==> config.mk <==
export PLATFORM = sky130hd
export DESIGN_NAME = mmio_led_ctrl_flat
export DESIGN_NICKNAME = d
export VERILOG_FILES = /design/src/rtl/mmio_led_ctrl_pkg.sv /design/src/rtl/mmio_led_ctrl_if.sv /design/src/rtl/mmio_led_ctrl_blink_timer.sv /design/src/rtl/mmio_led_ctrl.sv /design/src/flat_wrapper.sv
export SDC_FILE = /design/constraint.sdc
export NUM_CORES = 1
export LEC_CHECK = 0
export ABC_AREA = 1
export CORE_MARGIN = 1
export CORE_UTILIZATION = 58
export CTS_CLUSTER_SIZE = 12
export DETAILED_ROUTE_END_ITERATION = 10
export GPL_TIMING_DRIVEN = 0
export PLACE_DENSITY = 0.87
export SLEW_MARGIN = 20
export SYNTH_ARGS = -nofsm -noshare
export SYNTH_HDL_FRONTEND = slang
export SYNTH_HIERARCHICAL = 1
export SYNTH_SLANG_ARGS = --single-unit
==> constraint.sdc <==
create_clock -name clk -period 7.6 [get_ports clk]
set_clock_uncertainty 0.05 [all_clocks]
set_input_delay 1.52 -clock clk [delete_from_list [all_inputs] [get_ports clk]]
set_output_delay 1.52 -clock clk [all_outputs]
set_load 0.03 [all_outputs]
==> src/rtl/mmio_led_ctrl_pkg.sv <==
// Shared definitions for the memory-mapped LED controller: register word
// offsets and the default bus window.
package mmio_pkg;

  typedef enum logic [2:0] {
    REG_OUT    = 3'd0,
    REG_SET    = 3'd1,
    REG_CLR    = 3'd2,
    REG_MASK   = 3'd3,
    REG_PERIOD = 3'd4,
    REG_STATUS = 3'd5
  } reg_idx_e;

  localparam int unsigned REG_COUNT     = 6;
  localparam logic [31:0] LED_BASE_ADDR = 32'h0000_0008;

endpackage

==> src/rtl/mmio_led_ctrl_if.sv <==
// Core data-bus slice seen by the LED controller: one access per cycle with
// registered read data and window-hit flag.
interface mmio_led_ctrl_if;
  logic [31:0] addr;
  logic [31:0] wdata;
  logic        write;
  logic [31:0] rdata;
  logic        hit;

  modport master (output addr, output wdata, output write, input rdata, input hit);
  modport slave  (input addr, input wdata, input write, output rdata, output hit);
endinterface

==> src/rtl/mmio_led_ctrl_blink_timer.sv <==
// Blink engine: counts 0..period-1 and toggles the phase on each wrap; a load
// restarts both. phase_next exposes the value the phase takes at the next edge.
module blink_timer #(
  parameter int unsigned PERIOD_W = 24
) (
  input  logic                clk,
  input  logic                rst,
  input  logic [PERIOD_W-1:0] period,
  input  logic                load,
  output logic                phase,
  output logic                phase_next,
  output logic [PERIOD_W-1:0] count
);

  logic [PERIOD_W-1:0] count_q, count_d;
  logic                phase_q, phase_d;

  // Next counter/phase; a load beats a wrap occurring in the same cycle.
  always_comb begin
    count_d = count_q;
    phase_d = phase_q;
    if (load || (period == {PERIOD_W{1'b0}})) begin
      count_d = {PERIOD_W{1'b0}};
      phase_d = 1'b0;
    end else if (count_q == (period - PERIOD_W'(1))) begin
      count_d = {PERIOD_W{1'b0}};
      phase_d = ~phase_q;
    end else begin
      count_d = count_q + PERIOD_W'(1);
      phase_d = phase_q;
    end
  end

  // Counter and phase state.
  always_ff @(posedge clk) begin
    if (rst) begin
      count_q <= {PERIOD_W{1'b0}};
      phase_q <= 1'b0;
    end else begin
      count_q <= count_d;
      phase_q <= phase_d;
    end
  end

  assign phase      = phase_q;
  assign phase_next = phase_d;
  assign count      = count_q;

endmodule

==> src/rtl/mmio_led_ctrl.sv <==
// Memory-mapped LED/GPIO output block: decodes its own word window, provides
// OUT/SET/CLR/MASK/PERIOD/STATUS registers and a hardware blink engine.
module mmio_led_ctrl
  import mmio_pkg::*;
#(
  parameter int unsigned N_CH         = 6,
  parameter logic [31:0] BASE_ADDR    = LED_BASE_ADDR,
  parameter bit          ACTIVE_LOW   = 1'b1,
  parameter int unsigned PERIOD_W     = 24,
  parameter int unsigned RESET_PERIOD = 0
) (
  input  logic            clk,
  input  logic            rst,
  mmio_led_ctrl_if.slave  bus,
  output logic [N_CH-1:0] led_out,
  output logic            blink_phase
);

  logic [29:0]         word_s;
  logic                in_win_s;
  reg_idx_e            idx_s;
  logic                we_s;
  logic                load_s;
  logic                phase_s;
  logic                phase_next_s;
  logic [PERIOD_W-1:0] count_s;

  logic [N_CH-1:0]     out_q, out_d;
  logic [N_CH-1:0]     mask_q, mask_d;
  logic [PERIOD_W-1:0] period_q, period_d;
  logic [31:0]         rdata_q, rdata_d;
  logic                hit_q;
  logic [N_CH-1:0]     led_q, led_d;

  // Unsigned subtraction wraps below the base, so the >= test is still needed.
  assign word_s   = 30'((bus.addr - BASE_ADDR) >> 2);
  assign in_win_s = (bus.addr >= BASE_ADDR) && (word_s <= 30'(REG_COUNT - 1));
  assign idx_s    = reg_idx_e'(word_s[2:0]);
  assign we_s     = bus.write && in_win_s;

  blink_timer #(.PERIOD_W(PERIOD_W)) u_timer (
    .clk        (clk),
    .rst        (rst),
    .period     (period_q),
    .load       (load_s),
    .phase      (phase_s),
    .phase_next (phase_next_s),
    .count      (count_s)
  );

  // Register write decode.
  always_comb begin
    out_d    = out_q;
    mask_d   = mask_q;
    period_d = period_q;
    load_s   = 1'b0;
    if (we_s) begin
      case (idx_s)
        REG_OUT:    out_d  = bus.wdata[N_CH-1:0];
        REG_SET:    out_d  = out_q | bus.wdata[N_CH-1:0];
        REG_CLR:    out_d  = out_q & ~bus.wdata[N_CH-1:0];
        REG_MASK:   mask_d = bus.wdata[N_CH-1:0];
        REG_PERIOD: begin
          period_d = bus.wdata[PERIOD_W-1:0];
          load_s   = 1'b1;
        end
        default:    load_s = 1'b0;
      endcase
    end else begin
      load_s = 1'b0;
    end
  end

  // Read mux from pre-write register values.
  always_comb begin
    rdata_d = 32'd0;
    if (in_win_s) begin
      case (idx_s)
        REG_OUT:    rdata_d = 32'(out_q);
        REG_MASK:   rdata_d = 32'(mask_q);
        REG_PERIOD: rdata_d = 32'(period_q);
        REG_STATUS: rdata_d = 32'({count_s, phase_s});
        default:    rdata_d = 32'd0;
      endcase
    end else begin
      rdata_d = 32'd0;
    end
  end

  // Blink uses the phase after this edge so led_out stays aligned with blink_phase.
  assign led_d = (out_q ^ (mask_q & {N_CH{phase_next_s}})) ^ {N_CH{ACTIVE_LOW}};

  // Register file and registered bus/LED outputs.
  always_ff @(posedge clk) begin
    if (rst) begin
      out_q    <= {N_CH{1'b0}};
      mask_q   <= {N_CH{1'b0}};
      period_q <= PERIOD_W'(RESET_PERIOD);
      rdata_q  <= 32'd0;
      hit_q    <= 1'b0;
      led_q    <= {N_CH{ACTIVE_LOW}};
    end else begin
      out_q    <= out_d;
      mask_q   <= mask_d;
      period_q <= period_d;
      rdata_q  <= rdata_d;
      hit_q    <= in_win_s;
      led_q    <= led_d;
    end
  end

  assign bus.rdata   = rdata_q;
  assign bus.hit     = hit_q;
  assign led_out     = led_q;
  assign blink_phase = phase_s;

endmodule
==> src/flat_wrapper.sv <==
// flat-port wrapper written by rule: the top's interface ports become plain ports
module mmio_led_ctrl_flat import mmio_pkg::*;
#(
  parameter int unsigned N_CH         = 6,
  parameter logic [31:0] BASE_ADDR    = LED_BASE_ADDR,
  parameter bit          ACTIVE_LOW   = 1'b1,
  parameter int unsigned PERIOD_W     = 24,
  parameter int unsigned RESET_PERIOD = 0
)
  (clk, rst, led_out, blink_phase, bus_addr, bus_wdata, bus_write, bus_rdata, bus_hit);
  mmio_led_ctrl_if bus_i ();
  input  logic clk;
  input  logic rst;
  output logic [N_CH-1:0] led_out;
  output logic blink_phase;
  input wire logic [$bits(bus_i.addr)-1:0] bus_addr;
  input wire logic [$bits(bus_i.wdata)-1:0] bus_wdata;
  input wire logic [$bits(bus_i.write)-1:0] bus_write;
  output wire logic [$bits(bus_i.rdata)-1:0] bus_rdata;
  output wire logic [$bits(bus_i.hit)-1:0] bus_hit;
  assign bus_i.addr = bus_addr;
  assign bus_i.wdata = bus_wdata;
  assign bus_i.write = bus_write;
  assign bus_rdata = bus_i.rdata;
  assign bus_hit = bus_i.hit;
  mmio_led_ctrl #(.N_CH(N_CH), .BASE_ADDR(BASE_ADDR), .ACTIVE_LOW(ACTIVE_LOW), .PERIOD_W(PERIOD_W), .RESET_PERIOD(RESET_PERIOD)) u_core (.clk(clk), .rst(rst), .bus(bus_i), .led_out(led_out), .blink_phase(blink_phase));
endmodule
# == After elaboration in Yosys (flattened, before gate mapping) ==
# Cells that the tools add are included.
# totals
latch_bits,0
romBits,0
wordCells,44
inputBits,67
n_memories,0
regBits,100
output_inout_bits,40
mem_bits_rw,0
# op_classes
magnitude_cmp,2
n_div,0
muxes,6
n_addsub,3
multipliers,0
eq_ne,6
n_reduce_logical,11
n_shift,0
bitwise_logic,8
# op_table
op,count
$pmux W25 S4,1
$ge A32 B4 Y1 const B,1
$sub A32 B4 Y32 const B,1
$le A30 B3 Y1 const B,1
$add A24 B1 Y24 const B,1
$eq A24 B24 Y1,1
$logic_not A24 Y1,1
$sub A24 B1 Y24 const B,1
$pmux W6 S3,1
$and A6 B6 Y6,2
$not A6 Y6,2
$eq A3 B2 Y1 const B,2
$eq A3 B3 Y1 const B,2
$or A6 B6 Y6,1
$reduce_and A2 Y1,3
$xor A6 B6 Y6,1
$mux W1,4
$eq A3 B1 Y1 const B,1
$logic_not A3 Y1,1
$reduce_bool A3 Y1,1
$reduce_or A3 Y1,1
$logic_and A1 B1 Y1,2
$not A1 Y1,2
$reduce_or A2 Y1,1
$logic_or A1 B1 Y1,1

# == Logic depth before layout (Yosys ltp) ==
# Gate-level depths: netlist of the first run.
# logic_depth
ltp_word,10
depth_mapped,25
depth_no_buf,22

# == Hierarchy ==
# Netlist of the first run, hierarchy kept.
# modules_own_cells
mod,instances,cells_each,seq_area_each_um2,area_per_inst_um2
mmio_led_ctrl,1,616,1361.3,3777.4
blink_timer,1,384,500.5,2359.8

# == Worst setup path before layout of the first run ==
# OpenSTA, ideal clock, no wires.
# synth_timing
path_kind,input port to flip-flop
startpoint,in bus_addr[3]
endpoint,reg u_core.led_q[0] (netlist: u_core/led_out[0])
n_path_buf,3
setup_slack_ps,3741
t_arrival_ps,3679
stages,24
setup_ps,130
required_ps,7420
path_cell_list,inv_2 -> ha_1 -> nand2_1 -> nor2_2 -> buf_4 -> nand2_1 -> o21bai_1 -> nand2_1 -> nand2_1 -> nor2_1 -> nand2_1 -> nor2_4 -> nand4_2 -> buf_2 -> buf_6 -> inv_1 -> inv_1 -> nand2_1 -> inv_1 -> nand3_1 -> inv_1 -> inv_1 -> o21ai_0 -> nand3_1
# synth_between
elab_chain_len,10
word_cells_on_any_way,13
cone_classes,add/sub (1); order compare (2); eq/ne (1); mux (3); bitwise (3); reduce/logical (3)
# synth_rtl
item,line,text
start: declaration,flat_wrapper.sv:16,input wire logic [$bits(bus_i.addr)-1:0] bus_addr;
$sub A32 B4 Y32,mmio_led_ctrl.sv:36,assign word_s = 30'((bus.addr - BASE_ADDR) >> 2);
$le A30 B3 Y1,mmio_led_ctrl.sv:37,assign in_win_s = (bus.addr >= BASE_ADDR) && (word_s <= 30'(REG_COUNT - 1));
$logic_and A1 B1 Y1,mmio_led_ctrl.sv:37,
$logic_and A1 B1 Y1,mmio_led_ctrl.sv:39,assign we_s = bus.write && in_win_s;
$mux W1 *,mmio_led_ctrl.sv:57,if (we_s) begin
named net u_core.load_s,mmio_led_ctrl.sv:23,logic load_s;
$logic_or A1 B1 Y1 *,mmio_led_ctrl_blink_timer.sv:22,if (load || (period == {PERIOD_W{1'b0}})) begin
$mux W1 *,mmio_led_ctrl_blink_timer.sv:22,
named net u_core.phase_next_s,mmio_led_ctrl.sv:25,logic phase_next_s;
$and A6 B6 Y6 *,mmio_led_ctrl.sv:91,assign led_d = (out_q ^ (mask_q & {N_CH{phase_next_s}})) ^ {N_CH{ACTIVE_LOW}};
$xor A6 B6 Y6 *,mmio_led_ctrl.sv:91,
$not A6 Y6 (no line) *,--,
end signal: assignment,mmio_led_ctrl.sv:101,led_q <= {N_CH{ACTIVE_LOW}};
end signal: assignment,mmio_led_ctrl.sv:108,led_q <= led_d;
end: declaration,mmio_led_ctrl.sv:33,"logic [N_CH-1:0] led_q, led_d;"
# The timed path passes the listed nets; every way through them passes the cells marked *.
# A chain may end at the register's enable or synchronous reset.

# == Final worst setup path of the first run ==
# Ends and elaborated chain as after synthesis.

==> results of run 1 <==
## layer usage
metal,routed length [um],vias up,track usage
li1,-,3332,-
met1,7590,2950,0.441
met2,7430,311,0.495
met3,1660,41,0.0561
met4,479,0,0.119
met5,0,-,0
## synthesized netlist by cell type, types with 3 or more instances
library cell / number
nor2_2: 28
o21ai_0: 14
nand2_1: 271
ha_1: 4
a21oi_2: 4
o21bai_1: 6
xor2_1: 18
buf_4: 8
a221oi_1: 4
inv_1: 130
a22oi_1: 20
xnor2_1: 11
nor2_4: 5
nand2_2: 5
nor4_1: 3
a21oi_1: 3
nor3_1: 11
nand2_4: 3
nand3b_1: 8
nand3_1: 67
buf_2: 6
nand4_1: 23
nor2_1: 214
clkbuf_1: 9
nor3_2: 6
dfxtp_1: 93
o22ai_1: 10
## critical path: cells and delay by family
kind                     cells  cell delay (ps)
adder cells (fa/ha/maj)      1              190
AND/OR/NAND/NOR             12             1250
AO/OA/AOI/OAI                2              340
buffers and inverters       10             1810
## kinds of logic (layout without fill, tap and decap cells)
| kind of cell | after synthesis | after routing |
|---|---|---|
| compound gates | 65 | 65 |
| simple gates | 650 | 650 |
| fa+ha+maj | 4 | 4 |
| flops | 93 | 93 |
| other cells | 1 | 7 |
| xor+xnor | 29 | 29 |
| buf+inv | 158 | 263 |
## sequential cells by signal, summed over array words and instances (netlist names)
register / cells
u_core/bus.rdata: 25
u_core/period_q: 24
u_core/u_timer/count: 24
u_core/led_out: 6
u_core/mask_q: 6
u_core/out_q: 6
u_core/bus.hit: 1
u_core/u_timer/phase: 1
## power by group through the flow
stage	combinational [mW]	sequential, mW	clock [mW]
after floorplan	0.0421	0.498	0
after global placement	0.0892	0.498	0
after detailed placement	0.0897	0.498	0
after CTS	0.0900	0.487	0.337
after global routing	0.0989	0.487	0.356
final	0.0921	0.487	0.330
## stage by stage
stage	util	power, mW	setup slack [ps]
floorplan	-	0.540	3740
global placement	0.703	0.587	2500
detailed placement	0.703	0.588	2440
CTS	0.722	0.914	2830
global route	0.722	0.942	2460
finish	0.722	0.909	2670
## final cells by class
| type | count | area (sq um) | share of cell area |
|---|---|---|---|
| Sequential cell | 93 | 1860 | 0.251 |
| Tap cell | 136 | 170 | 0.0229 |
| Clock buffer | 10 | 138 | 0.0185 |
| Timing Repair Buffer | 89 | 891 | 0.120 |
| Clock inverter | 6 | 63.8 | 0.00860 |
| Inverter | 132 | 495 | 0.0668 |
| Buffer | 26 | 175 | 0.0236 |
| Multi-Input combinational cell | 755 | 3630 | 0.489 |
## cell usage in the layout, fill, tap and decap left out, types with 8 or more instances in the layout
cell type	instances
a22oi_1	20
buf_4	8
inv_1	130
clkdlybuf4s50_1	89
o21ai_0	14
o22ai_1	10
nand4_1	23
clkbuf_8	10
clkbuf_1	9
dfxtp_1	93
xnor2_1	11
nor2_2	28
nand3_1	67
nand3b_1	8
xor2_1	18
nor3_1	11
nand2_1	271
nor2_1	214
## path summary, 6_finish.rpt
| kind | start | endpoint | slack (ps) | cells after the start |
|---|---|---|---|---|
| hold reg to reg | u_core/mask_q[4] | u_core/led_out[4] | 440 | 2 |
| setup reg to reg | u_core/period_q[0] | u_core/led_out[0] | 4560 | 17 |
| hold / removal | u_core/mask_q[4] | u_core/led_out[4] | 440 | 2 |
| setup / recovery | bus_addr[3] | u_core/led_out[0] | 2670 | 25 |
==> reports/results.ini, run 1 <==
[logic_synthesis]
synthArstFlopShare = 0
synth_area_sq_um = 6140
synthMuxAreaShare = 0
yosys.area_share.xor_xnor = 0.0414
synth_top_family_by_area = simple AND/OR/NAND/NOR gates
synthFlopType = dfxtp_1
ys_ff_latch = 93
synth_compound_area_frac = 0.0709
synth_seq_area_share = 0.303
synth-simple-area-share = 0.466
yosysWarnings = 6
synth.area.top_cells = dfxtp_1, nand2_1, nor2_1
synth_edf_count = 0
synth_top_cell_area_share = 0.303
yosysUniqueCellTypes = 38
yosys.area.top_type = dfxtp_1
synth_fa_ha_area_frac = 0.00815
syn_inst = 1000
synth.avg_cell_area_sq_um = 6.14

[worst_hold_path]
hp-class = flip-flop to flip-flop

[critical_path]
worstSetupPathType = input pin to flip-flop
crit_required_ps = 7790
crit_top_cell = nand2_1
cp_max_fo = 10
critPathLaunchType = input pin
endpoint_kind = flip-flop
slowest_stage = clkdlybuf4s50_1
crit_arrival_ps = 5110
cpPeakStageDelay_ps = 520

[routing]
routed_wl_um = 17200
dr.pass1.iters = 5
drc = 0
routedWlPerCell_um = 13.8
vias = 6634
vias_per_cell = 5.32
drt_iter0_markers = 497
ant_nets = 0

[global_routing]
grt-ovfl-total = 0
first_global_vias = 6004
grt_pass1_wl_um = 28100
track_usage = 0.319
antenna_found_initial = 0
grt_max_degree = 19

[floorplanning]
rows = 37
die-area_sq_um = 11000
dieHeight_um = 105
io_pins = 107
core_area_sq_um = 10300
die_x_um = 105
initial_core_util = 0.597

[cts]
cts_buffer_depth = 2
cts_resized = 0
cts_tree = built
post_cts_buffers = 0
cts_sinks = 93
clkTransAtPathRegs_ps = 110
clkLatencyLatePin_ps = 370
cts_inserted_buffers = 9
hold_buffers = 0
cts-root-buf = clkbuf_8
h-tree-depth = 3

[power_and_ir_drop]
switching_share = 0.269
cellInternalPower_mw = 0.665
switching_power_mw = 0.244
power_frac_clock = 0.363
power_density_nw_per_um2 = 123
p_comb_frac = 0.101
p_seq_frac = 0.535
leakage_nw = 3.29
ir_worst_vdd_mv = 0.118

[timing]
maxSlewViolCount = 0
maxSlewHeadroom = 0.401
period_share = 0.648
tns_ps = 0
period_minus_slack_ps = 4930
rsz0062_at_grt = false
hold_viol_final = 0
fin_hold_ws_ps = 442
tightest_slew_ps = 892
finalSetupViolations = 0
max_freq_mhz = 203

[status]
status = completed

[finish]
drive_gt1_frac = 0.0810
nets = 1177
final_cell_area_sq_um = 7420
nFillCells = 939
antenna_cells = 0
area.growth.synth_to_final_pct = 20.9
final_cells = 1247

[placement]
portBuffers = 89
dp.cells = 1231
place_area_sq_um = 7220
place.gp.congestion = 0.960
dp_hpwl_um = 13500

[job]
cap_violations = 0

Power figures use the tool's default switching activity.
==> inputs of run 2 (changes only) <==
--- a/config.mk
+++ b/config.mk
@@ -7,11 +7,11 @@
 export LEC_CHECK = 0
 export ABC_AREA = 1
 export CORE_MARGIN = 1
-export CORE_UTILIZATION = 58
+export CORE_UTILIZATION = 49
 export CTS_CLUSTER_SIZE = 12
 export DETAILED_ROUTE_END_ITERATION = 10
 export GPL_TIMING_DRIVEN = 0
-export PLACE_DENSITY = 0.87
+export PLACE_DENSITY = 0.78
 export SLEW_MARGIN = 20
 export SYNTH_ARGS = -nofsm -noshare
 export SYNTH_HDL_FRONTEND = slang
==> constraint.sdc (replaced) <==
create_clock -name clk -period 4.5 [get_ports clk]
set_clock_uncertainty 0.05 [all_clocks]
set_input_delay 0.9 -clock clk [delete_from_list [all_inputs] [get_ports clk]]
set_output_delay 0.9 -clock clk [all_outputs]
set_load 0.03 [all_outputs]
==> reports/results.ini, run 2 (synthesized netlist as in run 1, its figures left out) <==
[placement]
place_area_sq_um = 7260
dp_hpwl_um = 13600
dp.cells = 1263
pre_cts_ws_ps = -34.7
portBuffers = 89
place.gp.congestion = 0.948

[finish]
drive_gt1_frac = 0.0819
final_cell_area_sq_um = 7550
mostFrequentLayoutCells = nand2_1, nor2_1, inv_1, dfxtp_1, clkdlybuf4s50_1
final_cells = 1279
nets = 1177
final_common_cell = nand2_1
seqCellArea_sq_um = 1860
antenna_cells = 0
nFillCells = 1176
multi_input_area_sq_um = 3630
largest_register_ffs = 25
area.growth.synth_to_final_pct = 23.1

[power_and_ir_drop]
p_comb_frac = 0.090
ir_worst_vdd_mv = 0.181
power_frac_clock = 0.431
finalPower_mw = 1.72
p_seq_frac = 0.478
leakage_nw = 3.33
switching_power_mw = 0.440
cellInternalPower_mw = 1.28
switching_share = 0.256
power_density_nw_per_um2 = 228

[global_routing]
first_global_vias = 5681
track_usage = 0.273
grt-ovfl-total = 0
antenna_found_initial = 0
grt_max_degree = 19
grt_pass1_wl_um = 27600

[critical_path]
crit_arrival_ps = 4190
worstSetupPathType = input pin to flip-flop
crit_required_ps = 4670
crit_family = buffers and inverters
critPathLaunchType = input pin
slowest_stage = clkdlybuf4s50_1
crit_top_cell = nand2_1
cpPeakStageDelay_ps = 470
crit_buf_inv = 10
r2r_slack_ps = 1570
endpoint_kind = flip-flop
cp_max_fo = 10

[routing]
vias = 6474
routedWlPerCell_um = 13.5
vias_per_cell = 5.06
routed_wl_um = 17200
drc = 0
drt_iter0_markers = 705
ant_nets = 0
dr.pass1.iters = 5

[floorplanning]
dieHeight_um = 114
core_area_sq_um = 12100
die_x_um = 114
rows = 40
die-area_sq_um = 13000
io_pins = 107
initial_core_util = 0.507

[cts]
cts-root-buf = clkbuf_16
clkLatencyLatePin_ps = 350
clkTransAtPathRegs_ps = 70
hold_buffers = 0
cts_buffer_depth = 2
cts_inserted_buffers = 9
cts_tree = built
h-tree-depth = 3
cts_sinks = 93

[timing]
finalSetupViolations = 0
tightest_slew_ps = 1010
rsz0062_at_grt = false
hold_viol_final = 0
max_freq_mhz = 249
period_share = 0.892
period_minus_slack_ps = 4020
maxSlewViolCount = 0
finalWorstSetupSlack_ps = 484
maxSlewHeadroom = 0.325

[job]
cap_violations = 0

[worst_hold_path]
hp-class = flip-flop to flip-flop

[status]
status = completed

## run 2: tightest hold or removal path, stage by stage, from the launching register on
cell and delay, ps:
dfxtp_1 320, nand3_1 60, nand3_1 70
## run 2: cell type report
type | instances | area share
buffer | 26 | 0.0232
inverter | 132 | 0.0656
sequential | 93 | 0.246
clock buffer | 9 | 0.0298
multi-input combinational | 755 | 0.480
tap | 168 | 0.0278
clock inverter | 7 | 0.00861
timing repair buffer | 89 | 0.118
## run 2: stage by stage
step	setup TNS, ps	utilization	hold WS (ps)
after floorplan	0	-	408
after global placement	-70.5	0.599	435
after detailed placement	-46.4	0.599	430
after CTS	0	0.623	447
after global routing	0	0.624	474
final	0	0.624	439
## run 2: metal layers
| metal | global-route usage | share of wire | vias up |
|---|---|---|---|
| met1 | 0.373 | 0.46 | 2899 |
| met3 | 0.0537 | 0.068 | 24 |
| met2 | 0.440 | 0.45 | 217 |
| li1 | - | - | 3334 |
| met4 | 0.0736 | 0.019 | 0 |
| met5 | 0 | 0 | - |
## run 2: worst paths after layout
path	startpoint	end	depth (start not counted)
setup reg to reg	u_core/period_q[0]	u_core/led_out[5]	19
setup / recovery	bus_addr[4]	u_core/led_out[5]	25
hold / removal	u_core/mask_q[0]	u_core/led_out[0]	2
hold reg to reg	u_core/mask_q[0]	u_core/led_out[0]	2
## run 2: power by group through the flow
stage / sequential (mW) / clock (mW) / combinational (mW)
floorplan: 0.841 / 0 / 0.0711
global route: 0.822 / 0.794 / 0.168
finish: 0.822 / 0.741 / 0.155
CTS: 0.822 / 0.754 / 0.153
detailed placement: 0.841 / 0 / 0.153
global placement: 0.841 / 0 / 0.152
## run 2: repair_timing
item,4_1_cts,5_1_grt
resized for setup,0,2
buffers inserted,0,0
setup endpoints to repair,0,6
==> inputs of run 3 (changes only) <==
--- a/config.mk
+++ b/config.mk
@@ -12,6 +12,7 @@
 export DETAILED_ROUTE_END_ITERATION = 10
 export GPL_TIMING_DRIVEN = 0
 export PLACE_DENSITY = 0.78
+export SKIP_LAST_GASP = 1
 export SLEW_MARGIN = 20
 export SYNTH_ARGS = -nofsm -noshare
 export SYNTH_HDL_FRONTEND = slang
==> results of run 3 <==
Final layout, timing and power as in run 2 (identical DEF).
